$ cat src/rtl/uc_bcast_scheduler.sv
// Round-robin scheduler from engine implied-literal queue heads onto the shared unit-clause
// broadcast path, with per-level duplicate/negation filtering and UCQ_OUT credit gating.
module uc_bcast_scheduler #(
    parameter int unsigned NUM_ENG   = 4,
    parameter int unsigned LIT_W     = 8,
    parameter int unsigned UCQ_DEPTH = 4,
    parameter int unsigned CAM_DEPTH = 8
) (
    input  logic                     i_clk,
    input  logic                     i_rst,
    input  logic [NUM_ENG-1:0]       i_eng_valid,
    input  logic [NUM_ENG*LIT_W-1:0] i_eng_lit,
    output logic [NUM_ENG-1:0]       o_eng_pop,
    output logic                     o_ucq_push,
    output logic [LIT_W-1:0]         o_ucq_lit,
    input  logic [NUM_ENG-1:0]       i_ucq_credit_ret,
    input  logic                     i_lvl_clear,
    output logic                     o_conflict,
    input  logic                     i_conflict_ack,
    output logic                     o_stall,
    output logic [15:0]              o_dup_cnt
);

    localparam int unsigned PTR_W = (NUM_ENG > 1) ? $clog2(NUM_ENG) : 1;
    localparam int unsigned CRD_W = $clog2(UCQ_DEPTH + 1);
    localparam int unsigned CNT_W = $clog2(CAM_DEPTH + 1);
    localparam int unsigned IDX_W = (CAM_DEPTH > 1) ? $clog2(CAM_DEPTH) : 1;

    typedef enum logic [0:0] {StRun, StConflict} state_e;

    state_e             r_state;
    state_e             w_state_d;
    logic [PTR_W-1:0]   r_rr_ptr;
    logic [CRD_W-1:0]   r_credit [NUM_ENG];
    logic [LIT_W-1:0]   r_hist [CAM_DEPTH];
    logic [CNT_W-1:0]   r_hist_cnt;
    logic               r_push;
    logic [LIT_W-1:0]   r_lit;
    logic [15:0]        r_dup_cnt;

    logic               w_cred_ok;
    logic               w_eligible;
    logic               w_gnt_vld;
    logic [PTR_W-1:0]   w_gnt_idx;
    logic               w_grant;
    logic [LIT_W-1:0]   w_gnt_lit;
    logic [LIT_W-1:0]   w_neg_lit;
    logic               w_hit_dup;
    logic               w_hit_neg;
    logic               w_is_null;
    logic               w_new;
    logic               w_dup;
    logic               w_neg;
    logic               w_hist_clr;

    always_comb begin
        w_cred_ok = 1'b1;
        for (int i = 0; i < NUM_ENG; i++) begin
            if (r_credit[i] == '0) w_cred_ok = 1'b0;
        end
    end

    assign w_eligible = (r_state == StRun) && !i_lvl_clear && w_cred_ok &&
                        (r_hist_cnt < CNT_W'(CAM_DEPTH));

    // Pointer arithmetic wraps naturally because NUM_ENG is a power of two.
    always_comb begin
        logic [PTR_W-1:0] v_cand;
        w_gnt_vld = 1'b0;
        w_gnt_idx = '0;
        v_cand    = '0;
        for (int k = 0; k < NUM_ENG; k++) begin
            v_cand = r_rr_ptr + PTR_W'(k);
            if (!w_gnt_vld && i_eng_valid[v_cand]) begin
                w_gnt_vld = 1'b1;
                w_gnt_idx = v_cand;
            end
        end
    end

    assign w_grant   = w_eligible && w_gnt_vld && !i_rst;
    assign w_gnt_lit = i_eng_lit[w_gnt_idx*LIT_W +: LIT_W];
    assign w_neg_lit = {~w_gnt_lit[LIT_W-1], w_gnt_lit[LIT_W-2:0]};
    assign w_is_null = (w_gnt_lit == '0);

    always_comb begin
        w_hit_dup = 1'b0;
        w_hit_neg = 1'b0;
        for (int e = 0; e < CAM_DEPTH; e++) begin
            if (CNT_W'(e) < r_hist_cnt) begin
                if (r_hist[e] == w_gnt_lit) w_hit_dup = 1'b1;
                if (r_hist[e] == w_neg_lit) w_hit_neg = 1'b1;
            end
        end
    end

    assign w_neg = w_grant && !w_is_null && w_hit_neg;
    assign w_dup = w_grant && !w_is_null && w_hit_dup && !w_hit_neg;
    assign w_new = w_grant && !w_is_null && !w_hit_dup && !w_hit_neg;

    assign w_hist_clr = i_lvl_clear || ((r_state == StConflict) && i_conflict_ack);

    always_comb begin
        w_state_d = r_state;
        case (r_state)
            StRun:      if (w_neg) w_state_d = StConflict;
            StConflict: if (i_conflict_ack) w_state_d = StRun;
            default:    w_state_d = StRun;
        endcase
    end

    always_ff @(posedge i_clk) begin
        if (i_rst) begin
            r_state    <= StRun;
            r_rr_ptr   <= '0;
            r_hist_cnt <= '0;
            r_push     <= 1'b0;
            r_lit      <= '0;
            r_dup_cnt  <= '0;
            for (int i = 0; i < NUM_ENG; i++) r_credit[i] <= CRD_W'(UCQ_DEPTH);
            for (int e = 0; e < CAM_DEPTH; e++) r_hist[e] <= '0;
        end else begin
            r_state <= w_state_d;
            r_push  <= w_new;
            if (w_new) r_lit <= w_gnt_lit;
            if (w_grant) r_rr_ptr <= w_gnt_idx + PTR_W'(1);
            if (w_dup && (r_dup_cnt != 16'hFFFF)) r_dup_cnt <= r_dup_cnt + 16'd1;

            if (w_hist_clr) begin
                r_hist_cnt <= '0;
            end else if (w_new) begin
                r_hist[r_hist_cnt[IDX_W-1:0]] <= w_gnt_lit;
                r_hist_cnt                    <= r_hist_cnt + CNT_W'(1);
            end

            // A return and a debit in the same cycle cancel; returns saturate at full depth.
            for (int i = 0; i < NUM_ENG; i++) begin
                if (w_new && !i_ucq_credit_ret[i]) begin
                    r_credit[i] <= r_credit[i] - CRD_W'(1);
                end else if (!w_new && i_ucq_credit_ret[i] &&
                             (r_credit[i] != CRD_W'(UCQ_DEPTH))) begin
                    r_credit[i] <= r_credit[i] + CRD_W'(1);
                end
            end
        end
    end

    assign o_eng_pop  = w_grant ? (NUM_ENG'(1) << w_gnt_idx) : '0;
    assign o_ucq_push = r_push;
    assign o_ucq_lit  = r_lit;
    assign o_conflict = (r_state == StConflict);
    assign o_stall    = !w_eligible;
    assign o_dup_cnt  = r_dup_cnt;

endmodule

$ cat config.mk
export PLATFORM = sky130hd
export DESIGN_NAME = uc_bcast_scheduler
export DESIGN_NICKNAME = d
export VERILOG_FILES = /design/src/rtl/uc_bcast_scheduler.sv
export SDC_FILE = /design/constraint.sdc
export NUM_CORES = 1
export LEC_CHECK = 0
export ABC_AREA = 0
export CAP_MARGIN = 25
export CORE_MARGIN = 4
export CORE_UTILIZATION = 57
export CTS_CLUSTER_DIAMETER = 30
export CTS_CLUSTER_SIZE = 20
export DETAILED_ROUTE_END_ITERATION = 12
export MAX_ROUTING_LAYER = met4
export PLACE_DENSITY = 0.81
export SETUP_SLACK_MARGIN = 0.3
export SYNTH_ARGS = -nofsm -noshare
export SYNTH_HDL_FRONTEND = slang
export SYNTH_SLANG_ARGS = --single-unit
$ cat constraint.sdc
create_clock -name i_clk -period 6 [get_ports i_clk]
set_input_delay 1.2 -clock i_clk [delete_from_list [all_inputs] [get_ports i_clk]]
set_output_delay 1.2 -clock i_clk [all_outputs]
set_load 0.01 [all_outputs]
==> qor.log <==
[outcome] run status complete, no violations
[synth] fraction of the mapped netlist area in simple logic gates 25.04%
[synth] instance count of the mapped netlist 724
[floorplan] number of placed I/O pins 75
[pwr] switch share 34.07%
[clock_tree] number of H-tree levels 3
[synth] syn_nets 781
[critical_path] data required time of the worst path 6.10 ns
[detailed_routing] routed via count divided by cell count 6.444
[floorplan] Core Region 11470 µm²
[clock_tree] clock tree from TritonCTS done
[synth] average cell area after synthesis 9.268 µm²
[critical_path] startpoint type of the worst setup path primary input
[floorplan] Horiz. Die Dim 116.5 µm
[clock_tree] CTS Root Cell sky130_fd_sc_hd__clkbuf_16
[placement] count of port buffers added during placement 74
[critical_path] CP endpoint kind flip-flop
[pwr] Peak VDD IR 277.1 µV
[clock_tree] number of hold-repair buffers added at the cts stage 0
[grt] vias in the first global route 5642
[floorplan] effective utilization at floorplan 58.52%
[pwr] part of the total power dissipated in combinational logic 32.1%
[sta] final setup violation count 0
[sta] minimum period implied by the final worst setup slack 5.470 ns
[clock_tree] Sink Count 108
[grt] Congestion Overflow GR 0
[layout] share of cells above drive strength 1 8.564%
[min_path] worst hold path type flip-flop to flip-flop
[critical_path] family with the most delay on the worst path simple AND/OR/NAND/NOR gates
[synth] synthesized-area fraction occupied by adder cells 2.760%
[sta] worst setup slack after layout 0.5299 ns
[layout] total area of multi-input combinational cells 3485 µm²
[synth] number of distinct library cell variants in the gate-level netlist after synthesis 71
[detailed_routing] Pre-Repair DR Iteration Count 5
[synth] synthesized-area fraction occupied by ao, oa, aoi and oai cells 13.50%
[critical_path] largest incremental delay on the critical path 0.57 ns
[grt] largest net degree at the start of global routing 38
[pwr] proportion of power drawn by the clock network 26.7%
[placement] Routability Congestion 0.9628
[synth] multiplexer share of the synthesized area 2.387%
[floorplan] area enclosed by the die boundary 13570 µm²
[synth] proportion of synthesized chip area in sequential cells 43.56%
[sta] number of hold violations in the final report 0
[sta] slew at the pin with the worst max-slew slack 0.7401 ns
[synth] FFs w/ async S/R, synth 0%
[grt] total routing resource utilization after global routing 28.92%
[synth] Synthesis Warnings 0
[clock_tree] clock buffer depth 2
[layout] fill cell instance count of the final layout 874
[critical_path] worst path cell trace clkdlybuf4s50_1 > nand2_2 > a211o_2 > and3_1 > or2_2 > o21ai_0 > o22ai_1 > or4_1 > o32ai_1 > a221oi_1 > and3_1 > nand2_1 > nand3_1 > fa_1 > nor2_1 > o21ai_0 > o22a_1
[synth] area of the mapped netlist 6710 µm²
[detailed_routing] # DRC 0
[clock_tree] Num CTS Buffers 9
[sta] setup repair after global routing missed its margin no
[detailed_routing] remaining number of nets flagged by the antenna check after routing 0
[sta] number of max-slew violations in the final report 0
[synth] number of synthesized flops with an enable pin 76
[pwr] Reg power frac 41.1%
[layout] flip-flop and latch area 2923 µm²
[critical_path] crit path max fanout 17
[placement] placed wire-length estimate 13490 µm
[clock_tree] insertion delay to the later sink of the worst-skew pair 0.35 ns
[sta] final worst-path cycle share 91.17%
[critical_path] count of buffering cells on the critical path with inverters included 1
[synth] main flop type after synthesis sky130_fd_sc_hd__edfxtp_1
[layout] net total in the final layout 846
[layout] area overhead of the layout relative to synthesis 18.29%
[detailed_routing] number of vias after detailed routing 6038
[pwr] cell-internal power 0.001428 W
[critical_path] category of the most critical setup path primary input to flip-flop
[synth] flops & latches, synth 108
[sta] remaining max-slew budget at the tightest pin 50.54%
[detailed_routing] total wire length after detailed routing 18670 µm
[pwr] Pleak 2.795 nW
[detailed_routing] number of DRC violations after detailed-routing iteration 0 765
[run] max-capacitance violation count 0
[grt] first-pass GRT wire length 29330 µm
[clock_tree] Worst-path clk slew 0.07 ns
[pwr] total net switching power 0.0007378 W
[critical_path] critical path data arrival time 5.57 ns
[placement] DP Worst Slack 0.07773 ns
[floorplan] overall die height 116.5 µm
[detailed_routing] drt wl/cell 19.92 µm
[pwr] areal power density over the cells 272.8 nW/µm²
[sta] upper clock frequency limit 0.1828 GHz
[synth] largest family of logic cells by synthesized area simple AND/OR/NAND/NOR gates
[floorplan] standard-cell row count 39
[critical_path] Critical-path top delay cell sky130_fd_sc_hd__clkdlybuf4s50_1
[layout] diode insertion count for antenna repair 0
[synth] xor/xnor cell area share of the yosys netlist 8.092%
[sta] post-route setup TNS 0 ns
[sta] Worst Skew 0.009614 ns
[grt] antenna violations before repair 0
## power by group through the flow
stage          combinational [W]  sequential, W  clock [W]
6_report                0.000696       0.000890   0.000579
5_1_grt                 0.000751       0.000895   0.000620
3_3_place_gp            0.000654       0.000902          0
2_1_floorplan           0.000464       0.000896          0
3_5_place_dp            0.000675       0.000905          0
4_1_cts                 0.000682       0.000889   0.000586
## layout make-up
| cell class | count | area share (%) |
|---|---|---|
| Inverter | 19 | 0.8985 |
| Multi-Input combinational cell | 545 | 43.90 |
| Clock inverter | 5 | 0.4098 |
| Clock buffer | 11 | 3.200 |
| Timing Repair Buffer | 106 | 12.52 |
| Sequential cell | 108 | 36.82 |
| Tap cell | 143 | 2.254 |
## layout by cell type (no fill, tap or decap), types with 17 or more instances in the layout
cell type,netlist,final
sky130_fd_sc_hd__nand2_1,47,47
sky130_fd_sc_hd__a21oi_1,24,24
sky130_fd_sc_hd__o21ai_0,39,39
sky130_fd_sc_hd__dfxtp_1,32,32
sky130_fd_sc_hd__nor2_1,29,29
sky130_fd_sc_hd__nand3_1,43,43
sky130_fd_sc_hd__clkdlybuf4s50_1,0,74
sky130_fd_sc_hd__xnor2_1,41,41
sky130_fd_sc_hd__xor2_1,21,21
sky130_fd_sc_hd__nor3_1,90,89
sky130_fd_sc_hd__edfxtp_1,76,76
sky130_fd_sc_hd__and3_1,17,17
sky130_fd_sc_hd__buf_4,3,31
## path summary, 6_finish.rpt
path	start	endpoint	slack, ns	depth (start not counted)
max	i_eng_valid[0]	r_credit[0][2]	0.53	17
min	o_ucq_lit[4]	o_ucq_lit[4]	0.49	2
max reg2reg	r_rr_ptr[1]	r_credit[0][2]	1.48	16
min reg2reg	o_ucq_lit[4]	o_ucq_lit[4]	0.49	2
## state kept, by name, indices dropped and copies added, names as in the netlist
name        flops
r_hist_cnt      4
o_dup_cnt      16
o_ucq_push      1
r_credit       12
o_conflict      1
o_ucq_lit       8
r_hist         64
r_rr_ptr        2
## worst min-delay path, stage by stage (launching register included)
cell	delay, ns
sky130_fd_sc_hd__dfxtp_1	0.31
sky130_fd_sc_hd__o21ai_0	0.07
sky130_fd_sc_hd__a21oi_1	0.06
## per-layer routing
metal	GRT usage, %	part of all wire, %	wire (µm)	up-vias
li1	-	-	-	2800
met1	39.04	41	7715	2896
met2	44.81	47	8800	310
met3	5.907	9.7	1815	32
met4	7.579	1.8	334	0
met5	-	0	0	-
## logic make-up after synthesis
kind of cell,after synthesis
compound gates,140
xor+xnor,62
fa+ha+maj,13
buf+inv,71
flops,108
mux,15
simple gates,315
## repair_timing
item / 4_1_cts / 5_1_grt
gates resized for setup: 0 / 3
setup buffers: 0 / 0
endpoints found under the setup margin: 0 / 78
## cell usage after synthesis, types with 10 or more instances
library cell               instances  area, µm²
sky130_fd_sc_hd__xnor2_1          41      359.1
sky130_fd_sc_hd__nor2_1           29      108.9
sky130_fd_sc_hd__ha_1             10      125.1
sky130_fd_sc_hd__or3_1            10      62.56
sky130_fd_sc_hd__and3_1           17      106.4
sky130_fd_sc_hd__o21ai_0          39      195.2
sky130_fd_sc_hd__inv_1            16      60.06
sky130_fd_sc_hd__nand3_1          43      215.2
sky130_fd_sc_hd__and2_1           11      68.82
sky130_fd_sc_hd__clkbuf_1         26      97.59
sky130_fd_sc_hd__buf_2            15      75.07
sky130_fd_sc_hd__xor2_1           21      183.9
sky130_fd_sc_hd__o22ai_1          16      100.1
sky130_fd_sc_hd__edfxtp_1         76       2282
sky130_fd_sc_hd__nor4_1           10      62.56
sky130_fd_sc_hd__nand4_1          14      87.58
sky130_fd_sc_hd__nor3_1           90      450.4
sky130_fd_sc_hd__a21oi_1          24      120.1
sky130_fd_sc_hd__nand2_1          47      176.4
sky130_fd_sc_hd__dfxtp_1          32      640.6
sky130_fd_sc_hd__nor2b_1          12      75.07
## through the flow
| step | instances | hold slack, ns | instance area (µm²) | total power, W | utilization, % |
|---|---|---|---|---|---|
| global placement | 921 | 0.4670 | 7641 | 0.001556 | 66.63 |
| finish | 937 | 0.4875 | 7938 | 0.002166 | 69.22 |
| detailed placement | 921 | 0.4771 | 7641 | 0.001581 | 66.63 |
| CTS | 937 | 0.4877 | 7928 | 0.002157 | 69.13 |
| floorplan | 724 | 0.4807 | 6710 | 0.001360 | - |
| global route | 937 | 0.5108 | 7938 | 0.002266 | 69.22 |
Power figures use the tool's default switching activity.
